`src/rtl/uart_rx_if.sv`:
```
// Receive-side bus of the 8E1 UART receiver: byte, strobe, status flags, busy.
interface uart_rx_if;
    logic [7:0] rx_data;
    logic       rx_valid;
    logic       parity_err;
    logic       frame_err;
    logic       busy;

    // The receiver drives the bus.
    modport master (
        output rx_data,
        output rx_valid,
        output parity_err,
        output frame_err,
        output busy
    );

    // Downstream logic (display, loopback checker) consumes it.
    modport slave (
        input rx_data,
        input rx_valid,
        input parity_err,
        input frame_err,
        input busy
    );
endinterface : uart_rx_if

```
`src/rtl/uart_rx.sv`:
```
// 8E1 UART receiver: 1 start, 8 data LSB-first, even parity, 1 stop.
// Each bit after the start bit is sampled at its centre; a completed frame
// produces a one-cycle rx_valid strobe with data and parity/framing status.
module uart_rx #(
    parameter int CLK_FREQ  = 50_000_000,
    parameter int BAUD_RATE = 115_200
) (
    input  logic      MAX10_CLK1_50,
    input  logic      rst,
    input  logic      rx_in,
    uart_rx_if.master rx_bus
);

    localparam int CLKS_PER_BIT = CLK_FREQ / BAUD_RATE;
    localparam int HALF_BIT     = CLKS_PER_BIT / 2;

    localparam logic [15:0] CNT_BIT_LAST  = 16'(CLKS_PER_BIT - 1);
    localparam logic [15:0] CNT_HALF_LAST = 16'(HALF_BIT - 1);

    typedef enum logic [2:0] {
        ST_RECOVER = 3'd0,
        ST_IDLE    = 3'd1,
        ST_START   = 3'd2,
        ST_DATA    = 3'd3,
        ST_PARITY  = 3'd4,
        ST_STOP    = 3'd5
    } state_t;

    // Returns 1 when data plus parity bit do not hold an even number of ones.
    function automatic logic even_parity_err(input logic [7:0] data, input logic pbit);
        return ^{data, pbit};
    endfunction

    logic        sync1_q;
    logic        sync2_q;
    logic        rx_s;

    state_t      state_q;
    logic [15:0] cnt_q;
    logic [2:0]  idx_q;
    logic [7:0]  shift_q;
    logic        pbit_q;

    logic [7:0]  rx_data_q;
    logic        rx_valid_q;
    logic        parity_err_q;
    logic        frame_err_q;

    // Two-flop synchroniser on the asynchronous line; resets to idle-high.
    always_ff @(posedge MAX10_CLK1_50) begin
        if (rst) begin
            sync1_q <= 1'b1;
            sync2_q <= 1'b1;
        end else begin
            sync1_q <= rx_in;
            sync2_q <= sync1_q;
        end
    end

    assign rx_s = sync2_q;

    // Frame FSM: bit timing, shifting, and registered result/status outputs.
    always_ff @(posedge MAX10_CLK1_50) begin
        if (rst) begin
            state_q      <= ST_RECOVER;
            cnt_q        <= 16'd0;
            idx_q        <= 3'd0;
            shift_q      <= 8'h00;
            pbit_q       <= 1'b0;
            rx_data_q    <= 8'h00;
            rx_valid_q   <= 1'b0;
            parity_err_q <= 1'b0;
            frame_err_q  <= 1'b0;
        end else begin
            rx_valid_q <= 1'b0;
            case (state_q)
                // Line must be seen high before a falling edge can mean a start bit.
                ST_RECOVER: begin
                    cnt_q <= 16'd0;
                    if (rx_s) begin
                        state_q <= ST_IDLE;
                    end else begin
                        state_q <= ST_RECOVER;
                    end
                end
                ST_IDLE: begin
                    cnt_q <= 16'd0;
                    if (!rx_s) begin
                        state_q <= ST_START;
                    end else begin
                        state_q <= ST_IDLE;
                    end
                end
                // Re-check the line at the start-bit centre to reject glitches.
                ST_START: begin
                    if (cnt_q == CNT_HALF_LAST) begin
                        cnt_q <= 16'd0;
                        if (rx_s) begin
                            state_q <= ST_IDLE;
                        end else begin
                            idx_q   <= 3'd0;
                            state_q <= ST_DATA;
                        end
                    end else begin
                        cnt_q <= cnt_q + 16'd1;
                    end
                end
                ST_DATA: begin
                    if (cnt_q == CNT_BIT_LAST) begin
                        cnt_q          <= 16'd0;
                        shift_q[idx_q] <= rx_s;
                        if (idx_q == 3'd7) begin
                            state_q <= ST_PARITY;
                        end else begin
                            idx_q <= idx_q + 3'd1;
                        end
                    end else begin
                        cnt_q <= cnt_q + 16'd1;
                    end
                end
                ST_PARITY: begin
                    if (cnt_q == CNT_BIT_LAST) begin
                        cnt_q   <= 16'd0;
                        pbit_q  <= rx_s;
                        state_q <= ST_STOP;
                    end else begin
                        cnt_q <= cnt_q + 16'd1;
                    end
                end
                // Leaving at the stop-bit centre leaves half a bit to catch a
                // start bit that follows with no idle gap.
                ST_STOP: begin
                    if (cnt_q == CNT_BIT_LAST) begin
                        cnt_q        <= 16'd0;
                        rx_data_q    <= shift_q;
                        parity_err_q <= even_parity_err(shift_q, pbit_q);
                        frame_err_q  <= ~rx_s;
                        rx_valid_q   <= 1'b1;
                        if (rx_s) begin
                            state_q <= ST_IDLE;
                        end else begin
                            state_q <= ST_RECOVER;
                        end
                    end else begin
                        cnt_q <= cnt_q + 16'd1;
                    end
                end
                default: begin
                    state_q <= ST_RECOVER;
                    cnt_q   <= 16'd0;
                end
            endcase
        end
    end

    assign rx_bus.rx_data    = rx_data_q;
    assign rx_bus.rx_valid   = rx_valid_q;
    assign rx_bus.parity_err = parity_err_q;
    assign rx_bus.frame_err  = frame_err_q;
    assign rx_bus.busy       = (state_q != ST_IDLE);

endmodule : uart_rx

```
`src/flat_wrapper.sv`:
```
// flat-port wrapper written by rule: the top's interface ports become plain ports
module uart_rx_flat 
#(
    parameter int CLK_FREQ  = 50_000_000,
    parameter int BAUD_RATE = 115_200
)
  (MAX10_CLK1_50, rst, rx_in, rx_bus_rx_data, rx_bus_rx_valid, rx_bus_parity_err, rx_bus_frame_err, rx_bus_busy);
  uart_rx_if rx_bus_i ();
  input  logic MAX10_CLK1_50;
  input  logic rst;
  input  logic rx_in;
  output wire logic [$bits(rx_bus_i.rx_data)-1:0] rx_bus_rx_data;
  output wire logic [$bits(rx_bus_i.rx_valid)-1:0] rx_bus_rx_valid;
  output wire logic [$bits(rx_bus_i.parity_err)-1:0] rx_bus_parity_err;
  output wire logic [$bits(rx_bus_i.frame_err)-1:0] rx_bus_frame_err;
  output wire logic [$bits(rx_bus_i.busy)-1:0] rx_bus_busy;
  assign rx_bus_rx_data = rx_bus_i.rx_data;
  assign rx_bus_rx_valid = rx_bus_i.rx_valid;
  assign rx_bus_parity_err = rx_bus_i.parity_err;
  assign rx_bus_frame_err = rx_bus_i.frame_err;
  assign rx_bus_busy = rx_bus_i.busy;
  uart_rx #(.CLK_FREQ(CLK_FREQ), .BAUD_RATE(BAUD_RATE)) u_core (.MAX10_CLK1_50(MAX10_CLK1_50), .rst(rst), .rx_in(rx_in), .rx_bus(rx_bus_i));
endmodule
```
`config.mk`:
```
export PLATFORM = sky130hd
export DESIGN_NAME = uart_rx_flat
export DESIGN_NICKNAME = d
export VERILOG_FILES = /design/src/rtl/uart_rx_if.sv /design/src/rtl/uart_rx.sv /design/src/flat_wrapper.sv
export SDC_FILE = /design/constraint.sdc
export NUM_CORES = 1
export LEC_CHECK = 0
export ABC_CLOCK_PERIOD_IN_PS = 2700
export CORE_MARGIN = 5
export CORE_UTILIZATION = 50
export CTS_BUF_LIST = sky130_fd_sc_hd__clkbuf_16
export CTS_CLUSTER_SIZE = 30
export DETAILED_ROUTE_END_ITERATION = 12
export PLACE_DENSITY = 0.67
export SLEW_MARGIN = 40
export SYNTH_ARGS = -nofsm -noshare
export SYNTH_HDL_FRONTEND = slang
export SYNTH_SLANG_ARGS = --single-unit
```
`constraint.sdc`:
```
create_clock -name MAX10_CLK1_50 -period 2.7 [get_ports MAX10_CLK1_50]
set_input_delay 0.27 -clock MAX10_CLK1_50 [delete_from_list [all_inputs] [get_ports MAX10_CLK1_50]]
set_output_delay 0.27 -clock MAX10_CLK1_50 [all_outputs]
set_load 0.01 [all_outputs]
```
==> summary.md, run 1 <==
| Metric | Value |
|---|---|
| Combinational Power Share | `5.3%` |
| Residual DRC | `0` |
| CTS root buf | `clkbuf_16` |
| CP endpoint kind | `flip-flop` |
| Unique masters post-synth | `49` |
| Vias in the first global route | `between 1500 and 2000` |
| Synthesis-stage register bit count | `44` |
| CTS Buf Count | `5` |
| Die X | `76.8 um` |
| Max FO, Critical Path | `17` |
| Final setup fails | `0` |
| Yosys warning count | `0` |
| DR iter-0 viols | `between 100 and 150` |
| WL per Instance | `14.9 um` |
| FF+latch area | `881 um^2` |
| CTS HTree Levels | `2` |
| Total Wirelength | `4560 um` |
| Part of the power in registers | `50.7%` |
| Most frequent cells in the layout | `dfxtp_1 (44), nor3_1 (18), nand3_1 (15)` |
| Post-route ant nets | `0` |
| Synth area leaders | `dfxtp_1 (39%), xnor2_1 (4.7%), mux2i_1 (4.0%)` |
| Switch share | `around 22%` |
| Top-level I/O count | `15` |
| Post-synthesis area per instance | `between 9 and 10 um^2` |
| Port Buffers | `14` |
| Clock skew | `6.80 ps` |
| GP Congestion | `0.806` |
| Leading area contributor after synthesis | `dfxtp_1` |
| Post-synth top area share | `39.4%` |
| Routed vias | `1755` |
| EDFF count, synth | `0` |
| Synth Cell Area | `0.00223 mm^2` |
| Core Region | `0.00435 mm^2` |
| Largest net degree at the start of global routing | `23` |
| Most used DFF post-synth | `dfxtp_1` |
| Die ar. | `0.00590 mm^2` |
| PostCTS Resize Cnt | `0` |
| Area growth syn-to-layout | `13.9%` |
| Relative slew slack | `56.0%` |
| Worst Hold Class | `flip-flop to flip-flop` |
| Post-CTS setup buffer count | `0` |
| Setup CP Type | `flip-flop to flip-flop` |
| Fillcell total | `about 390` |
| Height of the die | `roughly 77 um` |
| Syn Nets | `254` |
| FFs w/ async S/R, synth | `0%` |
| Final std cells w/o fill | `307` |
| Placed insts | `299` |
| Status | `finished clean` |
| Commonest non-fill, non-tap cell in the layout | `dfxtp_1` |
| # hold bufs at CTS | `0` |
| Max-cap violations | `0` |
| Slew Viols, Final | `0` |
| Power density over the cells | `514 mW/mm^2` |
| Sequential-to-total area share from yosys stat | `39.4%` |
| Clock sinks | `44` |
| Fmax | `417 MHz` |
| Clock-pin slew on the worst setup and hold paths | `60 ps` |
| Total negative slack | `0 ps` |
| GRT Overall Usage | `16.3%` |
| Final Net Count | `262` |
| Worst Max-Slew Pin Slew | `approximately 660 ps` |
| Initial DRT Pass Iterations | `4` |
| LEAKAGE | `around 0.85 nW` |
| Fin crit period | `2400 ps` |
| DP HPWL | `slightly above 3000 um` |
| Cell-internal power | `1.02 mW` |
| Initial Util | `a little over 50%` |
| Psw | `0.290 mW` |
| Worst Path Required | `about 2800 ps` |
| Hold Violations, Final | `0` |
| Fin crit share | `between 80% and 90%` |
| Maximum vdd drop | `0.412 mV` |
| RSZ-0062 raised after global routing | `no` |
| Vias per std cell | `5.72` |
| First-pass GRT wire length | `8030 um` |
| Multi-input logic area | `0.00125 mm^2` |
| Worst path arrival time | `2540 ps` |
| Layout cell share with drive strength beyond 1 | `7.45%` |
| Antenna cells | `0` |
| Clock buffer depth | `2` |
| Site Rows | `24` |
| Total gr overflow | `0` |
| Clk_lat worst skew | `280 ps` |
| CP startpoint kind | `flip-flop` |
| CTS tree | `done` |
| Initial antenna violation count | `0` |
| Post-Syn Instances | `246` |
| Clock power share | `44.0%` |
==> logic make-up (layout without fill, tap and decap cells) <==
group	count (synthesis)	in the layout	share of synthesized area (%)
xor+xnor	17	17	7.90
fa+ha+maj	5	5	2.80
compound gates	41	41	13.5
buf+inv	27	36	4.93
simple gates	103	103	27.4
flops	44	44	39.4
mux	9	9	4.03
==> final timing paths <==
path / startpoint / to / slack [ps] / cells past startpoint
worst max-delay path: u_core.cnt_q[2] / u_core.state_q[1] / 300 / 4
worst min-delay path: u_core.sync1_q / u_core.rx_s / 420 / 1
worst max register to register: u_core.cnt_q[2] / u_core.state_q[1] / 300 / 4
worst min register to register: u_core.sync1_q / u_core.rx_s / 420 / 1
==> sequential cells by signal, indices dropped and copies added, names as in the netlist, 3 cells and up <==
signal / flops
u_core.shift_q: 8
u_core.state_q: 3
u_core.idx_q: 3
u_core.cnt_q: 16
u_core.rx_bus.rx_data: 8
==> cells in the mapped netlist (4+ instances only) <==
library cell and instances:
inv_1 10, clkbuf_1 13, nor2_1 10, mux2i_1 9, ha_1 5, a211oi_1 4, nand2b_1 14, nand2_1 7
nor3_1 18, nand3_1 15, nand4_1 8, dfxtp_1 44, nand4b_1 6, a21oi_1 12, xnor2_1 12, o21ai_0 9
==> critical path, cell delays in order, from the launching register on <==
cell and delay, ps:
dfxtp_1 360, or4_4 580, or4_1 700, a21oi_4 490
a211oi_1 130
==> power groups by stage <==
stage / clock [mW] / sequential (mW) / combinational, mW
finish: 0.576 / 0.664 / 0.0692
global route: 0.628 / 0.665 / 0.0757
CTS: 0.594 / 0.663 / 0.0698
detailed placement: 0 / 0.678 / 0.0694
global placement: 0 / 0.678 / 0.0697
floorplan: 0 / 0.670 / 0.0591
==> cell type report <==
cell class              instances  share of cell area, %
flip-flops and latches         44                   34.6
clock inverters                 3                  0.590
clock buffers                   5                   4.92
multi-input cells             175                   49.2
repair buffers                 18                   6.69
well taps                      52                   2.56
inverters                      10                   1.47
==> through the flow <==
| stage | power [mW] | util (%) | instance area [um^2] | hold WS [ps] | setup WS (ps) |
|---|---|---|---|---|---|
| floorplan | 0.729 | - | 2230 | 374 | 548 |
| global placement | 0.747 | 55.2 | 2400 | 392 | 348 |
| detailed placement | 0.747 | 55.2 | 2400 | 404 | 310 |
| CTS | 1.33 | 58.4 | 2540 | 419 | 307 |
| global route | 1.37 | 58.4 | 2540 | 441 | 217 |
| finish | 1.31 | 58.4 | 2540 | 416 | 300 |
==> layer usage <==
layer	share of wire (%)	up-vias	global-route usage [%]	wire (um)
met5	0	-	0	0
met4	1.2	0	4.20	53
met3	3.2	6	4.45	148
met2	41	33	21.6	1870
met1	55	811	25.5	2490
li1	-	905	-	-
(Power assumes the default switching activity.)
==> run 2: changes to the inputs <==
--- a/config.mk
+++ b/config.mk
@@ -7,11 +7,11 @@
 export LEC_CHECK = 0
 export ABC_CLOCK_PERIOD_IN_PS = 2700
 export CORE_MARGIN = 5
-export CORE_UTILIZATION = 50
+export CORE_UTILIZATION = 52
 export CTS_BUF_LIST = sky130_fd_sc_hd__clkbuf_16
 export CTS_CLUSTER_SIZE = 30
 export DETAILED_ROUTE_END_ITERATION = 12
-export PLACE_DENSITY = 0.67
+export PLACE_DENSITY = 0.7
 export SLEW_MARGIN = 40
 export SYNTH_ARGS = -nofsm -noshare
 export SYNTH_HDL_FRONTEND = slang
==> summary.md, run 2 (synthesis gave the netlist of run 1 again) <==
| Metric | Value |
|---|---|
| Most frequent cells in the layout | `dfxtp_1 (44), nor3_1 (18), nand3_1 (15)` |
| Core Region | `0.00409 mm^2 (-6.1%)` |
| CTS Buf Count | `5 (unchanged)` |
| Vias per std cell | `5.97 (+4.4%)` |
| Worst Path Required | `2860 ps (+20 ps)` |
| Fin crit share | `86.8% (-2.1 points)` |
| Placed insts | `298 (-0.33%)` |
| Max reg flops | `16 (unchanged)` |
| First-pass GRT wire length | `8020 um (about the same)` |
| Clock skew | `5.42 ps (-1.38 ps)` |
| Top-level I/O count | `15 (unchanged)` |
| Combinational Power Share | `5.3% (about the same)` |
| Relative slew slack | `53.6% (-2.4 points)` |
| Total negative slack | `0 ps (unchanged)` |
| Maximum vdd drop | `0.362 mV (-12%)` |
| Critical path origin | `u_core.cnt_q[2]` |
| Final Net Count | `263 (+0.38%)` |
| GRT Overall Usage | `18.2% (+1.9 points)` |
| PostCTS Resize Cnt | `0 (unchanged)` |
| Worst Setup Slack, final | `356 ps (+56.4 ps)` |
| Post-CTS setup buffer count | `0 (unchanged)` |
| DR iter-0 viols | `158 (+16%)` |
| CTS root buf | `clkbuf_16` |
| CTS tree | `done` |
| Layout cell share with drive strength beyond 1 | `7.81% (+0.36 points)` |
| Initial Util | `54.7% (+3.4 points)` |
| Port Buffers | `14 (unchanged)` |
| Clock power share | `44.0% (about the same)` |
| Antenna cells | `0 (unchanged)` |
| Vias in the first global route | `1676 (+2.1%)` |
| Area growth syn-to-layout | `14.2%` |
| Routed vias | `1826 (+4.0%)` |
| Post-route ant nets | `0 (unchanged)` |
| DP Area | `0.00241 mm^2 (+0.21%)` |
| Residual DRC | `0 (unchanged)` |
| Setup CP Type | `flip-flop to flip-flop` |
| DP HPWL | `3070 um (about the same)` |
| Cell-internal power | `1.02 mW (about the same)` |
| Power density over the cells | `513 mW/mm^2 (-0.20%)` |
| Worst reg2reg startpoint | `u_core.cnt_q[2]` |
| Fin crit period | `2340 ps (-56.4 ps)` |
| Initial DRT Pass Iterations | `4 (unchanged)` |
| Min-Delay Startpoint | `u_core.sync1_q` |
| Status | `finished clean` |
| Final setup fails | `0 (unchanged)` |
| Total Wirelength | `4610 um (+1.2%)` |
| Largest net degree at the start of global routing | `36 (+57%)` |
| Psw | `0.290 mW (about the same)` |
| GP Congestion | `0.809 (+0.36%)` |
| Worst Max-Slew Pin Slew | `693 ps (+36.0 ps)` |
| Part of the power in registers | `50.7% (about the same)` |
| CP startpoint kind | `flip-flop` |
| Max FO, Critical Path | `15 (-2)` |
| Worst Hold Class | `flip-flop to flip-flop` |
| Post-route cell area | `0.00255 mm^2 (+0.20%)` |
| RSZ-0062 raised after global routing | `no` |
| Site Rows | `23 (-4.2%)` |
| Core Util, Final | `62.4% (+4.0 points)` |
| Worst path arrival time | `2500 ps (-40 ps)` |
| Clock-pin slew on the worst setup and hold paths | `60 ps (about the same)` |
| Clock buffer depth | `2 (unchanged)` |
| Final std cells w/o fill | `306 (-0.33%)` |
| Slew Viols, Final | `0 (unchanged)` |
| Fmax | `427 MHz (+2.4%)` |
| Clk_lat worst skew | `280 ps (about the same)` |
| Clock sinks | `44 (unchanged)` |
| CTS HTree Levels | `2 (unchanged)` |
| Commonest non-fill, non-tap cell in the layout | `dfxtp_1` |
| Initial antenna violation count | `0 (unchanged)` |
| Total gr overflow | `0 (unchanged)` |
| WL per Instance | `15.1 um (+1.5%)` |
| Max-cap violations | `0 (unchanged)` |
| Hold Violations, Final | `0 (unchanged)` |
| Setup WS pre-CTS | `376 ps (+66.3 ps)` |
| Height of the die | `75.5 um (-1.7%)` |
| Die ar. | `0.00571 mm^2 (-3.4%)` |
| LEAKAGE | `0.852 nW (+0.49%)` |
| CP endpoint kind | `flip-flop` |
| # hold bufs at CTS | `0 (unchanged)` |
| Switch share | `22.2% (about the same)` |
| Die X | `75.5 um (-1.7%)` |
| Largest register by flop count | `u_core.cnt_q` |
-- run 2: final cells by class --
class / instances / area, um^2
Clock inverter: 3 / 15.0
Timing Repair Buffer: 19 / 178
Fill cell: 360 / 1540
Tap cell: 50 / 62.6
Multi-Input combinational cell: 175 / 1250
Clock buffer: 5 / 125
Sequential cell: 44 / 881
Inverter: 10 / 37.5
-- run 2: power by group through the flow --
stage	clock network (mW)	registers [mW]	logic (mW)
after floorplan	0	0.670	0.0591
after global placement	0	0.678	0.0682
after detailed placement	0	0.678	0.0689
after CTS	0.588	0.663	0.0694
after global routing	0.619	0.665	0.0755
final	0.577	0.664	0.0688
-- run 2: critical path, cell delays in order, from the launching register on --
cell      delay (ps)
dfxtp_1          370
or4_4            580
or4_1            610
buf_4            240
a211oi_2         310
o32ai_1          120
-- run 2: path summary, 6_finish.rpt --
path	endpoint	slack [ps]	cells after the start
max	u_core.idx_q[2]	360	5
min	u_core.rx_s	420	1
max reg2reg	u_core.idx_q[2]	360	5
min reg2reg	u_core.rx_s	420	1
-- run 2: per-stage QoR --
| step | hold WS, ps | power (mW) |
|---|---|---|
| after detailed placement | 405 | 0.747 |
| after global routing | 433 | 1.36 |
| after floorplan | 374 | 0.729 |
| final | 416 | 1.31 |
| after global placement | 392 | 0.746 |
| after CTS | 423 | 1.32 |
-- run 2: per-layer routing --
metal	track usage, %	up-vias	wire, um
li1	-	915	-
met1	28.2	874	2470
met2	24.6	32	1900
met3	3.96	5	183
met4	5.83	0	64
met5	0	-	0
==> run 3: changes to the inputs <==
--- a/config.mk
+++ b/config.mk
@@ -6,12 +6,13 @@
 export NUM_CORES = 1
 export LEC_CHECK = 0
 export ABC_CLOCK_PERIOD_IN_PS = 2700
+export CAP_MARGIN = 20
 export CORE_MARGIN = 5
-export CORE_UTILIZATION = 52
+export CORE_UTILIZATION = 40
 export CTS_BUF_LIST = sky130_fd_sc_hd__clkbuf_16
 export CTS_CLUSTER_SIZE = 30
 export DETAILED_ROUTE_END_ITERATION = 12
-export PLACE_DENSITY = 0.7
+export PLACE_DENSITY = 0.56
 export SLEW_MARGIN = 40
 export SYNTH_ARGS = -nofsm -noshare
 export SYNTH_HDL_FRONTEND = slang
==> summary.md, run 3 (synthesis gave the netlist of run 1 again) <==
| Metric | Value |
|---|---|
| Fmax | `422 MHz (-1.0%)` |
| Area growth syn-to-layout | `15.1%` |
| Core Region | `0.00547 mm^2 (+34%)` |
| Routed vias | `1754 (-3.9%)` |
| Met2 usage | `19.6% (-5.1 points)` |
| CP endpoint kind | `flip-flop` |
| Initial DRT Pass Iterations | `4 (unchanged)` |
| Total negative slack | `0 ps (unchanged)` |
| Largest net degree at the start of global routing | `24 (-33%)` |
| Die X | `84.7 um (+12%)` |
| Vias in the first global route | `1680 (+0.24%)` |
| Initial antenna violation count | `0 (unchanged)` |
| CTS tree | `done` |
| CP startpoint kind | `flip-flop` |
| Fin crit period | `2370 ps (+24.4 ps)` |
| Clock buffer depth | `2 (unchanged)` |
| DR iter-0 viols | `170 (+7.6%)` |
| Clk_lat worst skew | `280 ps (about the same)` |
| First-pass GRT wire length | `8000 um (-0.34%)` |
| Clock skew | `6.15 ps (+0.733 ps)` |
| Initial Util | `40.8% (-14 points)` |
| Relative slew slack | `50.8% (-2.8 points)` |
| Max FO, Critical Path | `12 (-3)` |
| Vias per std cell | `5.36 (-10%)` |
| Worst Max-Slew Pin Slew | `735 ps (+41.5 ps)` |
| Height of the die | `84.7 um (+12%)` |
| Most frequent cells in the layout | `dfxtp_1 (44), nor3_1 (18), nand3_1 (15)` |
| # hold bufs at CTS | `0 (unchanged)` |
| Final Net Count | `263 (unchanged)` |
| PostCTS Resize Cnt | `0 (unchanged)` |
| Grt met3 use | `4.02% (+0.066 points)` |
| Site Rows | `27 (+17%)` |
| Worst Path Required | `2870 ps (about the same)` |
| RSZ-0062 raised after global routing | `no` |
| Worst path max stage delay | `710 ps (+100 ps)` |
| Total power | `1.29 mW (-1.4%)` |
| Most common cell on crit path | `or4_1` |
| Largest register by flop count | `u_core.cnt_q` |
| WL per Instance | `13.8 um (-8.3%)` |
| Clock sinks | `44 (unchanged)` |
| Crit-path cells | `or4_1 > or4_1 > buf_4 > and3_1 > o21ba_1` |
| Slew Viols, Final | `0 (unchanged)` |
| Antenna cells | `0 (unchanged)` |
| Post-CTS setup buffer count | `0 (unchanged)` |
| GP Congestion | `0.790 (-2.3%)` |
| CTS Buf Count | `5 (unchanged)` |
| CTS root buf | `clkbuf_16` |
| Worst path arrival time | `2540 ps (+40 ps)` |
| Max reg flops | `16 (unchanged)` |
| Slowest-stage cell, CP | `or4_1` |
| Top Family by Delay on Critical Path | `simple AND/OR/NAND/NOR gates` |
| Residual DRC | `0 (unchanged)` |
| Power density over the cells | `502 mW/mm^2 (-2.2%)` |
| Hold Violations, Final | `0 (unchanged)` |
| Total Wirelength | `4520 um (-2.0%)` |
| Fillcell total | `543 (+51%)` |
| Layout cell share with drive strength beyond 1 | `7.84% (+0.031 points)` |
| LEAKAGE | `0.854 nW (+0.27%)` |
| Die ar. | `0.00718 mm^2 (+26%)` |
| GRT Overall Usage | `13.4% (-4.8 points)` |
| CTS HTree Levels | `2 (unchanged)` |
| Worst Hold Class | `flip-flop to flip-flop` |
| Status | `finished clean` |
| Maximum vdd drop | `0.316 mV (-13%)` |
| Final setup fails | `0 (unchanged)` |
| Clock-pin slew on the worst setup and hold paths | `60 ps (about the same)` |
| Total gr overflow | `0 (unchanged)` |
| Setup CP Type | `flip-flop to flip-flop` |
| Commonest non-fill, non-tap cell in the layout | `dfxtp_1` |
| Worst path bufs/invs | `1 (unchanged)` |
| Top-level I/O count | `15 (unchanged)` |
| Fin crit share | `87.7% (+0.90 points)` |
| Max-cap violations | `0 (unchanged)` |
| Met1 Use GR | `19.5% (-8.6 points)` |
| Post-route ant nets | `0 (unchanged)` |
| DP HPWL | `3140 um (+2.1%)` |
| Busiest grt layer | `met2` |
| Port Buffers | `14 (unchanged)` |
[run 3: changes by cell type in the layout (fill, tap and decap cells not counted)]
| cell | previous run | this run |
|---|---|---|
| clkinv_2 | 0 | 1 |
| clkinvlp_4 | 1 | 0 |
| clkinv_1 | 1 | 0 |
[run 3: final timing paths]
path                          from                end  slack (ps)  cells after the start
setup / recovery  u_core.cnt_q[13]  u_core.state_q[0]         330                      5
hold / removal      u_core.sync1_q        u_core.rx_s         410                      1
setup reg to reg  u_core.cnt_q[13]  u_core.state_q[0]         330                      5
hold reg to reg     u_core.sync1_q        u_core.rx_s         410                      1
[run 3: cell type report]
class	count	area (um^2)	area share [%]
Inverter	10	37.5	1.46
Multi-Input combinational cell	175	1250	48.7
Clock inverter	2	8.76	0.341
Timing Repair Buffer	19	178	6.91
Sequential cell	44	881	34.3
Tap cell	72	90.1	3.50
Clock buffer	5	125	4.87
[run 3: power by group]
part | switching, mW | internal, mW | leakage (nW)
logic | 0.0397 | 0.0313 | 0.428
registers | 0.00956 | 0.654 | 0.355
clock network | 0.224 | 0.332 | 0.0709
total | 0.273 | 1.02 | 0.854
[run 3: routing by layer]
metal,wire [um],up-vias
li1,-,906
met1,2460,816
met2,1860,26
met3,166,6
met4,41,0
met5,0,-
[run 3: per-stage QoR]
stage / util [%] / hold slack (ps) / instance area (um^2) / instances / setup slack [ps]
2_1_floorplan: - / 374 / 2230 / 246 / 548
3_5_place_dp: 44.5 / 395 / 2440 / 320 / 351
3_3_place_gp: 44.5 / 393 / 2440 / 320 / 367
4_1_cts: 47.0 / 409 / 2570 / 327 / 328
6_report: 47.0 / 411 / 2570 / 327 / 332
5_1_grt: 47.0 / 423 / 2570 / 327 / 253
